<file path="src/rtl/pipelined_barrel_shifter.sv">
// Elastic barrel shifter: one register stage per shift-amount bit, valid/ready on both sides.
// Supports LSL/LSR/ASR/ROL/ROR with carry-out and zero flag; reserved op codes pass data through.
module pipelined_barrel_shifter #(
    parameter int WIDTH = 32,
    parameter int AMT_W = $clog2(WIDTH)
) (
    input  logic             clk,
    input  logic             rst_n,
    input  logic             in_valid,
    output logic             in_ready,
    input  logic [WIDTH-1:0] in_data,
    input  logic [AMT_W-1:0] in_amt,
    input  logic [2:0]       in_op,
    output logic             out_valid,
    input  logic             out_ready,
    output logic [WIDTH-1:0] out_data,
    output logic             out_carry,
    output logic             out_zero
);

    localparam logic [2:0] OP_LSL = 3'b000;
    localparam logic [2:0] OP_LSR = 3'b001;
    localparam logic [2:0] OP_ASR = 3'b010;
    localparam logic [2:0] OP_ROL = 3'b011;
    localparam logic [2:0] OP_ROR = 3'b100;

    localparam logic [WIDTH-1:0] ONE = {{(WIDTH-1){1'b0}}, 1'b1};

    // One partial shift by sh; the carry is the last bit pushed out, which after all
    // stages equals the bit the full-amount shift would have pushed out.
    function automatic logic [WIDTH:0] shift_step(
        input logic [WIDTH-1:0] d,
        input logic             c,
        input logic [2:0]       op,
        input logic             en,
        input int unsigned      sh
    );
        logic [WIDTH-1:0] r;
        logic             cy;
        r  = d;
        cy = c;
        if (en) begin
            case (op)
                OP_LSL: begin
                    r  = d << sh;
                    cy = |(d & (ONE << (WIDTH - sh)));
                end
                OP_LSR: begin
                    r  = d >> sh;
                    cy = |(d & (ONE << (sh - 1)));
                end
                OP_ASR: begin
                    r  = $unsigned($signed(d) >>> sh);
                    cy = |(d & (ONE << (sh - 1)));
                end
                OP_ROL: begin
                    r  = (d << sh) | (d >> (WIDTH - sh));
                    cy = r[0];
                end
                OP_ROR: begin
                    r  = (d >> sh) | (d << (WIDTH - sh));
                    cy = r[WIDTH-1];
                end
                default: begin
                    r  = d;
                    cy = c;
                end
            endcase
        end
        return {cy, r};
    endfunction

    logic             valid_q [AMT_W];
    logic [WIDTH-1:0] data_q  [AMT_W];
    logic             carry_q [AMT_W];
    logic [AMT_W-1:0] amt_q   [AMT_W];
    logic [2:0]       op_q    [AMT_W];

    logic [AMT_W-1:0] valid_vec;
    logic [AMT_W-1:0] load;

    for (genvar k = 0; k < AMT_W; k++) begin : g_stage
        logic             src_valid;
        logic [WIDTH-1:0] src_data;
        logic             src_carry;
        logic [AMT_W-1:0] src_amt;
        logic [2:0]       src_op;
        logic [WIDTH:0]   res_d;

        if (k == 0) begin : g_head
            assign src_valid = in_valid;
            assign src_data  = in_data;
            assign src_carry = 1'b0;
            assign src_amt   = in_amt;
            assign src_op    = in_op;
        end else begin : g_body
            assign src_valid = valid_q[k-1];
            assign src_data  = data_q[k-1];
            assign src_carry = carry_q[k-1];
            assign src_amt   = amt_q[k-1];
            assign src_op    = op_q[k-1];
        end

        assign res_d        = shift_step(src_data, src_carry, src_op, src_amt[k], 1 << k);
        assign valid_vec[k] = valid_q[k];
        // A stage can load whenever any stage at or after it has a hole, or the sink drains.
        assign load[k]      = out_ready | ~&valid_vec[AMT_W-1:k];

        always_ff @(posedge clk or negedge rst_n) begin
            if (!rst_n) begin
                valid_q[k] <= 1'b0;
                data_q[k]  <= '0;
                carry_q[k] <= 1'b0;
                amt_q[k]   <= '0;
                op_q[k]    <= '0;
            end else if (load[k]) begin
                valid_q[k] <= src_valid;
                data_q[k]  <= res_d[WIDTH-1:0];
                carry_q[k] <= res_d[WIDTH];
                amt_q[k]   <= src_amt;
                op_q[k]    <= src_op;
            end
        end
    end

    logic unused_tail;
    assign unused_tail = ^{amt_q[AMT_W-1], op_q[AMT_W-1]};

    assign in_ready  = load[0];
    assign out_valid = valid_q[AMT_W-1];
    assign out_data  = data_q[AMT_W-1];
    assign out_carry = carry_q[AMT_W-1];
    assign out_zero  = (data_q[AMT_W-1] == '0);

endmodule

</file>
<file path="config.mk">
export PLATFORM = sky130hd
export DESIGN_NAME = pipelined_barrel_shifter
export DESIGN_NICKNAME = d
export VERILOG_FILES = /design/src/rtl/pipelined_barrel_shifter.sv
export SDC_FILE = /design/constraint.sdc
export NUM_CORES = 1
export LEC_CHECK = 0
export CORE_ASPECT_RATIO = 0.8
export CORE_MARGIN = 2
export CORE_UTILIZATION = 59
export DETAILED_ROUTE_END_ITERATION = 10
export HOLD_SLACK_MARGIN = 0.05
export PLACE_DENSITY_LB_ADDON = 0.08
export SLEW_MARGIN = 20
export SYNTH_ARGS = -nofsm -noshare
export SYNTH_HDL_FRONTEND = slang
export SYNTH_SLANG_ARGS = --single-unit
</file>
<file path="constraint.sdc">
create_clock -name clk -period 1.83 [get_ports clk]
set_input_delay 0.366 -clock clk [delete_from_list [all_inputs] [get_ports clk]]
set_output_delay 0.366 -clock clk [all_outputs]
set_load 0.02 [all_outputs]
</file>
==> impl_summary.md, run 1 <==
STA
The count of final hold-check violations was 0. Setup violations remaining at the end of the flow were counted as 1. Of the available clock period, the critical path in the final layout requires 1.113. The final worst slack is -0.2077 ns.

The minimum clock period after layout is 2.038 ns. The worst max-slew margin expressed relative to the limit is 0.6658. Setup repair after global routing could not meet its margin everywhere. The final number of max-transition violations is 0. Timing would allow up to 490.8 MHz. At the pin with the least slew margin, the transition time is 0.5008 ns. The final clock skew is 0.009430 ns.

Cells and area
The area growth from synthesis to final layout is 22.33%. The final instance count without filler cells is 1560. The final net count is 1361. The most common library cell in the layout ignoring fill and taps is sky130_fd_sc_hd__nand2_1.

In the layout the commonest cells are sky130_fd_sc_hd__nand2_1, sky130_fd_sc_hd__dfrtp_1, sky130_fd_sc_hd__o21ai_0. 0 antenna diodes ended up in the layout. The finished cells cover 0.01324 mm². The fraction of final layout cells with drive strength greater than 1 is 0.1714.

Logic synthesis
In this run, synthesis produced a sequential element count of 192. A synthesized cell averages 8.903 µm². In this run the cell area of the synthesized design comes to 0.01083 mm². For this run, the leading register cell type out of synthesis is sky130_fd_sc_hd__dfrtp_1. The number of warnings issued by yosys is 0.

The netlist uses 58 different library cells. The sequential share of the synthesized area is 0.4438. The net count of the mapped netlist is 1260.

In the synthesized netlist, the number of instances is 1216. The async set-reset flop share out of synthesis is 1.000. The synthesized design contains 0 enable-type register cells.

Routing
The total wire length after detailed routing is 33430 µm. In the final routed layout, each cell accounts on average for 21.43 µm. For this run, design rule violations remaining after detail routing come to 0. The first detailed-routing pass took 6 iterations.

The ratio of routed vias to standard cells is 6.840. The count of nets left with antenna violations after detail routing is 0. The detailed router placed 10671 vias in this run.

For this block, the initial DRC count from the detailed router was 1602.

Placed design
The placed instances occupy a cell area of 0.01251 mm². The half-perimeter wire length after detailed placement is 22010 µm. After detailed placement, the design holds a cell count of 1518.

The post-place setup slack is -0.4441 ns. At the end of routability-driven placement, the weighted congestion stood at 0.9498. The count of buffers added on input and output ports is 79.

Floorplanning
The floorplan step defined a die boundary enclosing 0.01946 mm². The effective utilization at floorplan is 0.5996. 80 I/O pins were placed. The core region is 0.01806 mm². The floorplan row count is 44. The die boundary height is 125.2 µm. In this run the horizontal extent of the chip is 155.5 µm.

Clock network
The root buffer cell chosen for the clock tree is sky130_fd_sc_hd__clkbuf_16. TritonCTS built the clock tree. The H-tree was split into 4 levels.

Clock tree synthesis inserted a total of 17 buffers. For the worst-skew pair, the clock arrives at the later sink with an insertion delay of 0.44 ns. The maximum clock path buffer count is 2. The clock-pin slew on the worst setup and hold paths is 0.07 ns. The clock net in this run drives a total of 192 sinks.

Power and ir drop
Summed over all cells, the static leakage comes to 5.425 nW. The maximum ir drop on the vdd rail is 0.8329 mV. The cell area power density is 1491 mW/mm².

Global route
After global routing the overflow that remains totals 0. The first global-routing pass estimated 53630 µm of wire. For this run, the total global-route usage over all layers was measured as 0.3422.

The maximum number of pins on one net before global-route repair is 46. The number of antenna violations at the first check in global routing was 0. The via count of the first global-routing pass is 9917.

Critical path
The worst register-to-register path begins at g_stage[4].src_op[1]$_DFFE_PN0P_. At the worst endpoint, the required time is 1.46 ns. The worst endpoint data arrival time is 1.67 ns. The kind of cell with the highest combined delay along the critical path is simple AND/OR/NAND/NOR gates. In this run the worst setup path begins at out_data[21]$_DFFE_PN0P_. Of all nets on the critical path, the largest fanout is 2.

The critical path crosses 5 cells after its start point. The endpoint identified for the worst register-to-register timing path is out_data[4]$_DFFE_PN0P_. The worst setup slack for register-to-register paths is 0.05 ns. By startpoint and endpoint, the worst setup path is classified as flop to output port. The critical path capture point type is an output port. The worst setup path is launched from a flop. The worst register-to-register path has a depth of 6. In this design, the stage delay of the slowest critical-path cell is 0.40 ns.

The endpoint of the most critical setup path is out_zero. On the critical path, the stage with the largest delay is an instance of sky130_fd_sc_hd__dfrtp_1. Walking the worst path, the cells encountered are nor4_2 -> buf_4 -> nand4_1 -> nor2_1 -> buf_4. The most prevalent standard cell on the critical path is sky130_fd_sc_hd__buf_4. Counting both buffers and inverters, the worst setup path holds a total of 2.

Run
Across the run, the number of max-cap violations was 0.

Run status
The run finished, with violations left. The final reports fail on setup timing.

Worst hold path
The path class of the lowest-slack min-delay path is primary input to asynchronous set/reset pin.
## cell type report
class / instances / area, µm²
repair buffers: 196 / 1957
flip-flops and latches: 192 / 4806
well taps: 230 / 287.8
clock buffers: 19 / 442.9
fillers: 1350 / 4813
multi-input cells: 900 / 5564
clock inverters: 13 / 148.9
inverters: 10 / 37.54
## cell families after synthesis
family	synth area share
AO/OA/AOI/OAI	0.3139
AND/OR/NAND/NOR	0.1413
flip-flops	0.4438
buffers and inverters	0.05374
multiplexers	0.03871
XOR/XNOR	0.004854
adder cells (fa/ha/maj)	0.003698
## stage by stage
step | hold WS, ns | setup TNS (ns) | total power (W) | util
after floorplan | 0.07041 | 0 | 0.01197 | -
after global placement | 0.3413 | -22.00 | 0.01542 | 0.6930
after detailed placement | 0.3471 | -22.29 | 0.01561 | 0.6930
after CTS | 0.4442 | -0.1991 | 0.01927 | 0.7255
after global routing | 0.4610 | -0.4767 | 0.02082 | 0.7334
final | 0.4405 | -0.2077 | 0.01974 | 0.7334
## flip-flops by register name, summed over array words and instances (netlist names)
register           count
out_data              32
g_stage.src_valid      4
out_carry              1
g_stage.src_carry      4
g_stage.src_op        12
out_valid              1
g_stage.src_data     128
g_stage.src_amt       10
## cells in the mapped netlist, types with 19 or more instances
master,count,share of area
sky130_fd_sc_hd__dfrtp_1,192,0.44
sky130_fd_sc_hd__nand2_1,211,0.073
sky130_fd_sc_hd__a221oi_2,20,0.028
sky130_fd_sc_hd__a22oi_1,20,0.014
sky130_fd_sc_hd__clkbuf_1,59,0.020
sky130_fd_sc_hd__nor2_1,55,0.019
sky130_fd_sc_hd__and3_1,19,0.011
sky130_fd_sc_hd__mux2_2,29,0.030
sky130_fd_sc_hd__buf_2,48,0.022
sky130_fd_sc_hd__o21ai_1,107,0.049
sky130_fd_sc_hd__a221oi_1,80,0.065
sky130_fd_sc_hd__nand2b_1,19,0.011
sky130_fd_sc_hd__o21ai_0,157,0.073
## worst min path at each step
stage,startpoint,endpoint,slack [ns]
after floorplan,rst_n,g_stage[1].src_amt[1]$_DFFE_PN0P_,0.07
after global placement,rst_n,g_stage[1].src_amt[2]$_DFFE_PN0P_,0.34
after detailed placement,rst_n,g_stage[1].src_op[0]$_DFFE_PN0P_,0.35
after CTS,rst_n,g_stage[1].src_op[0]$_DFFE_PN0P_,0.44
after global routing,rst_n,g_stage[1].src_op[0]$_DFFE_PN0P_,0.46
final,rst_n,g_stage[1].src_op[0]$_DFFE_PN0P_,0.44
## where the power goes
part	leakage, nW	internal [W]	switching, W
clock	0.287	0.00208	0.00176
sequential	2.27	0.00575	0.00205
combinational	2.87	0.00380	0.00430
## metal layers
metal | track usage | vias up | wire, µm
met5 | 0 | - | 0
met2 | 0.4831 | 664 | 14170
li1 | - | 4741 | -
met4 | 0.07933 | 0 | 361
met1 | 0.5444 | 5217 | 14970
met3 | 0.06551 | 49 | 3932
## timing repair
| action | in CTS | in global routing |
|---|---|---|
| cloned | 0 | 4 |
| endpoints found under the setup margin | 59 | 45 |
| resized for setup | 45 | 20 |
| hold buffers | 1 | 0 |
| hold endpoints to repair | 38 | 0 |
| setup buffers | 2 | 3 |
| pin swaps | 3 | 6 |
No activity file was read; power rests on OpenSTA's default activity.
==> run 2: changes to the inputs <==
CELL_PAD_IN_SITES_DETAIL_PLACEMENT = 1   (was unset)
CELL_PAD_IN_SITES_GLOBAL_PLACEMENT = 2   (was unset)
CORE_UTILIZATION = 37   (was 59)
==> run 2 against run 1 <==
Compared with the run above: the flow still finishes with violations (setup timing); flip-flop and latch count unchanged; sequential power up 0.8%; register-to-register slack better by 0.07 ns; wire length up 16%; clock skew up 0.0039 ns; critical path depth unchanged; clock power down 2%; combinational power up 3.0%; sequential share of layout area down 0.52 points; clock-buffer cell count up 2; via count down 1.8%; global-route usage down 8.0 points; critical endpoint unchanged.
==> impl_summary.md, run 2 (same netlist as run 1, synthesis figures left out) <==
Floorplanning
The standard cell core area is 0.02856 mm² (was 0.01806 mm²). The top-level I/O count is 80 (unchanged). The die boundary height is 157 µm (was 125.2 µm).

The die span in x came to 195.3 µm (was 155.5 µm). The floorplan row count is 55 (was 44). The effective utilization at floorplan is 0.3791 (was 0.5996).

The die area is 0.03065 mm² (was 0.01946 mm²).

Cells and area
The area growth from synthesis to final layout was 24.19% (was 22.33%). The fraction of final layout cells with drive strength greater than 1 is 0.1757 (was 0.1714). Most frequent cells in the layout: sky130_fd_sc_hd__nand2_1, sky130_fd_sc_hd__dfrtp_1, sky130_fd_sc_hd__o21ai_0 (unchanged).

The final net count is 1374 (was 1361). The final standard cell utilization of the core is 0.4708 (was 0.7334). The antenna cell count is 0 (unchanged). The most common library cell in the layout ignoring fill and taps is sky130_fd_sc_hd__nand2_1 (unchanged).

The number of flip-flops in the largest register came to 128 (unchanged).

Critical path
The source of the worst register-to-register timing path was g_stage[2].src_op[0]$_DFFE_PN0P_ (was g_stage[4].src_op[1]$_DFFE_PN0P_). The data required time at the worst endpoint is 1.46 ns (about the same). The path depth of the worst reg2reg path is 6 (unchanged). The end of the worst register-to-register path is g_stage[3].src_data[30]$_DFFE_PN0P_ (was out_data[4]$_DFFE_PN0P_).

The critical path capture point type is an output port (unchanged). The type of the setup path with the least slack is flop to output port (unchanged). The worst endpoint data arrival time is 1.75 ns (was 1.67 ns). The startpoint type of the worst setup path was a flop (unchanged). The worst setup slack for register-to-register paths was 0.12 ns (was 0.05 ns). The largest fanout of any net on the critical path is 2 (unchanged).

Run status
Violations in the final reports: setup timing (unchanged). Run status: finished with violations (unchanged).

Clock network
The latest clock arrival within the worst-skew pair was 0.45 ns (was 0.44 ns). The number of H-tree levels is 4 (unchanged). The clock sink count was 192 (unchanged). The number of buffers created by CTS is 17 (unchanged). The CTS root buffer is sky130_fd_sc_hd__clkbuf_16 (unchanged).

The TritonCTS clock tree is yes (unchanged). The clock-pin slew on the worst setup and hold paths is 0.08 ns (was 0.07 ns). The maximum clock path buffer count is 2 (unchanged).

Global route
The maximum number of pins on one net before global-route repair was 51 (was 46). The overall fraction of global-route tracks in use is 0.2626 (was 0.3422). The first-pass GRT wire length is 63240 µm (was 53630 µm). The number of antenna violations at the first check in global routing is 0 (unchanged). The total congestion overflow was 0 (unchanged). The via count of the first global-routing pass came to 10763 (was 9917).

Power and ir drop
The cell area power density is 1485 mW/mm² (was 1491 mW/mm²). The internal power contribution came to 0.01162 W (was 0.01164 W). The portion of total power attributed to combinational logic came to 0.418 (was 0.410). The leakage component of the power was 5.441 nW (was 5.425 nW).

The part of the total power dissipated in the clock network was 0.189 (was 0.195). The maximum ir drop on the vdd rail came to 0.7731 mV (was 0.8329 mV). The switching component of the power is 0.008349 W (was 0.008107 W). The sequential group share of total power is 0.394 (was 0.395).

The fraction of power spent switching nets is 0.4180 (was 0.4107).

STA
The actual transition at the worst max-transition pin was 0.5322 ns (was 0.5008 ns). The count of final hold-check violations came to 0 (unchanged). The final number of max-transition violations is 0 (unchanged). The final clock skew is 0.01337 ns (was 0.009430 ns).

The minimum clock period after layout is 2.118 ns (was 2.038 ns). The share of the cycle needed by the critical path after routing is 1.157 (was 1.113). The final setup violation count is 1 (unchanged).

The worst max-slew margin expressed relative to the limit is 0.6448 (was 0.6658). Unrepaired setup endpoints after global routing: yes (unchanged). The final worst slack is -0.2875 ns (was -0.2077 ns). The fmax was 472.3 MHz (was 490.8 MHz).

Routing
The via count was 10482 (was 10671). The average routed wire per standard cell is 22.65 µm (was 21.43 µm). The count of nets left with antenna violations after detail routing came to 0 (unchanged). The number of remaining DRC errors was 0 (unchanged). The initial detailed-routing violation count is 797 (was 1602). The total wire length after detailed routing is 38800 µm (was 33430 µm).

The ratio of routed vias to standard cells is 6.119 (was 6.840). The number of optimization iterations in the first detailed-route pass came to 5 (was 6).

Run
The reported max-cap violation count is 0 (unchanged).

Placed design
The final estimated routing congestion in global placement is 0.8012 (was 0.9498). The half-perimeter wire length after detailed placement came to 27550 µm (was 22010 µm). The number of input and output port buffers inserted is 79 (unchanged).

The post-place setup slack is -0.4559 ns (was -0.4441 ns).

Worst hold path
The path class of the lowest-slack min-delay path is primary input to asynchronous set/reset pin (unchanged).
## run 2: changes by cell type in the layout (fill, tap and decap cells not counted), sizes merged
cell          change
buf              +16
inv               -5
dlygate4sd2       +3
a21oi             -2
clkinv            +2
clkinvlp          +2
dlymetal6s2s      -2
bufinv            -1
## run 2: stage by stage
step / cells / TNS (ns) / hold WS [ns] / area [µm²] / total power, W
2_1_floorplan: 1216 / 0 / 0.07041 / 10830 / 0.01197
3_3_place_gp: 1673 / -24.10 / 0.2725 / 12800 / 0.01610
3_5_place_dp: 1674 / -24.35 / 0.2761 / 12810 / 0.01631
4_1_cts: 1712 / -0.3038 / 0.3617 / 13420 / 0.01998
5_1_grt: 1713 / -0.4039 / 0.3778 / 13450 / 0.02126
6_report: 1713 / -0.2875 / 0.3820 / 13450 / 0.01997
## run 2: layer usage
metal,part of all wire,wire [µm],track usage
met5,0,0,0
met4,0.0085,329,0.04980
met3,0.042,1629,0.03921
met2,0.42,16440,0.3811
met1,0.53,20400,0.4113
## run 2: cell type report
type | instances | area [µm²]
clock inverter | 11 | 108.9
tap | 370 | 462.9
clock buffer | 21 | 460.4
fill | 3237 | 15110
sequential | 192 | 4808
inverter | 10 | 37.54
multi-input combinational | 898 | 5503
timing repair buffer | 211 | 2064
## run 2: critical path, cell delays in order, from the launching register on
cell and delay [ns]:
sky130_fd_sc_hd__dfrtp_1 0.41, sky130_fd_sc_hd__nor4_2 0.35, sky130_fd_sc_hd__buf_4 0.18, sky130_fd_sc_hd__nand4_1 0.10, sky130_fd_sc_hd__nor2_1 0.12, sky130_fd_sc_hd__buf_4 0.15
## run 2: worst max path at each step
stage	from	end	slack, ns	cells after the start
floorplan	out_valid$_DFFE_PN0P_	in_ready	0.07	4
global placement	out_ready	in_ready	-0.47	5
detailed placement	out_ready	in_ready	-0.46	5
CTS	out_data[21]$_DFFE_PN0P_	out_zero	-0.30	5
global route	out_data[1]$_DFFE_PN0P_	out_zero	-0.36	5
finish	out_data[21]$_DFFE_PN0P_	out_zero	-0.29	5
## run 2: power groups by stage
| stage | clock network, W | registers [W] | logic [W] |
|---|---|---|---|
| floorplan | 0 | 0.00741 | 0.00456 |
| global placement | 0 | 0.00784 | 0.00825 |
| detailed placement | 0 | 0.00785 | 0.00846 |
| CTS | 0.00386 | 0.00781 | 0.00831 |
| global route | 0.00401 | 0.00808 | 0.00917 |
| finish | 0.00377 | 0.00786 | 0.00834 |
## run 2: repair_timing
item | CTS | global route
pin swaps | 5 | 1
gates resized for setup | 51 | 6
gates cloned | 1 | 0
setup buffers | 4 | 2
hold endpoints to repair | 21 | 0
hold buffers | 1 | 0
endpoints found under the setup margin | 64 | 33
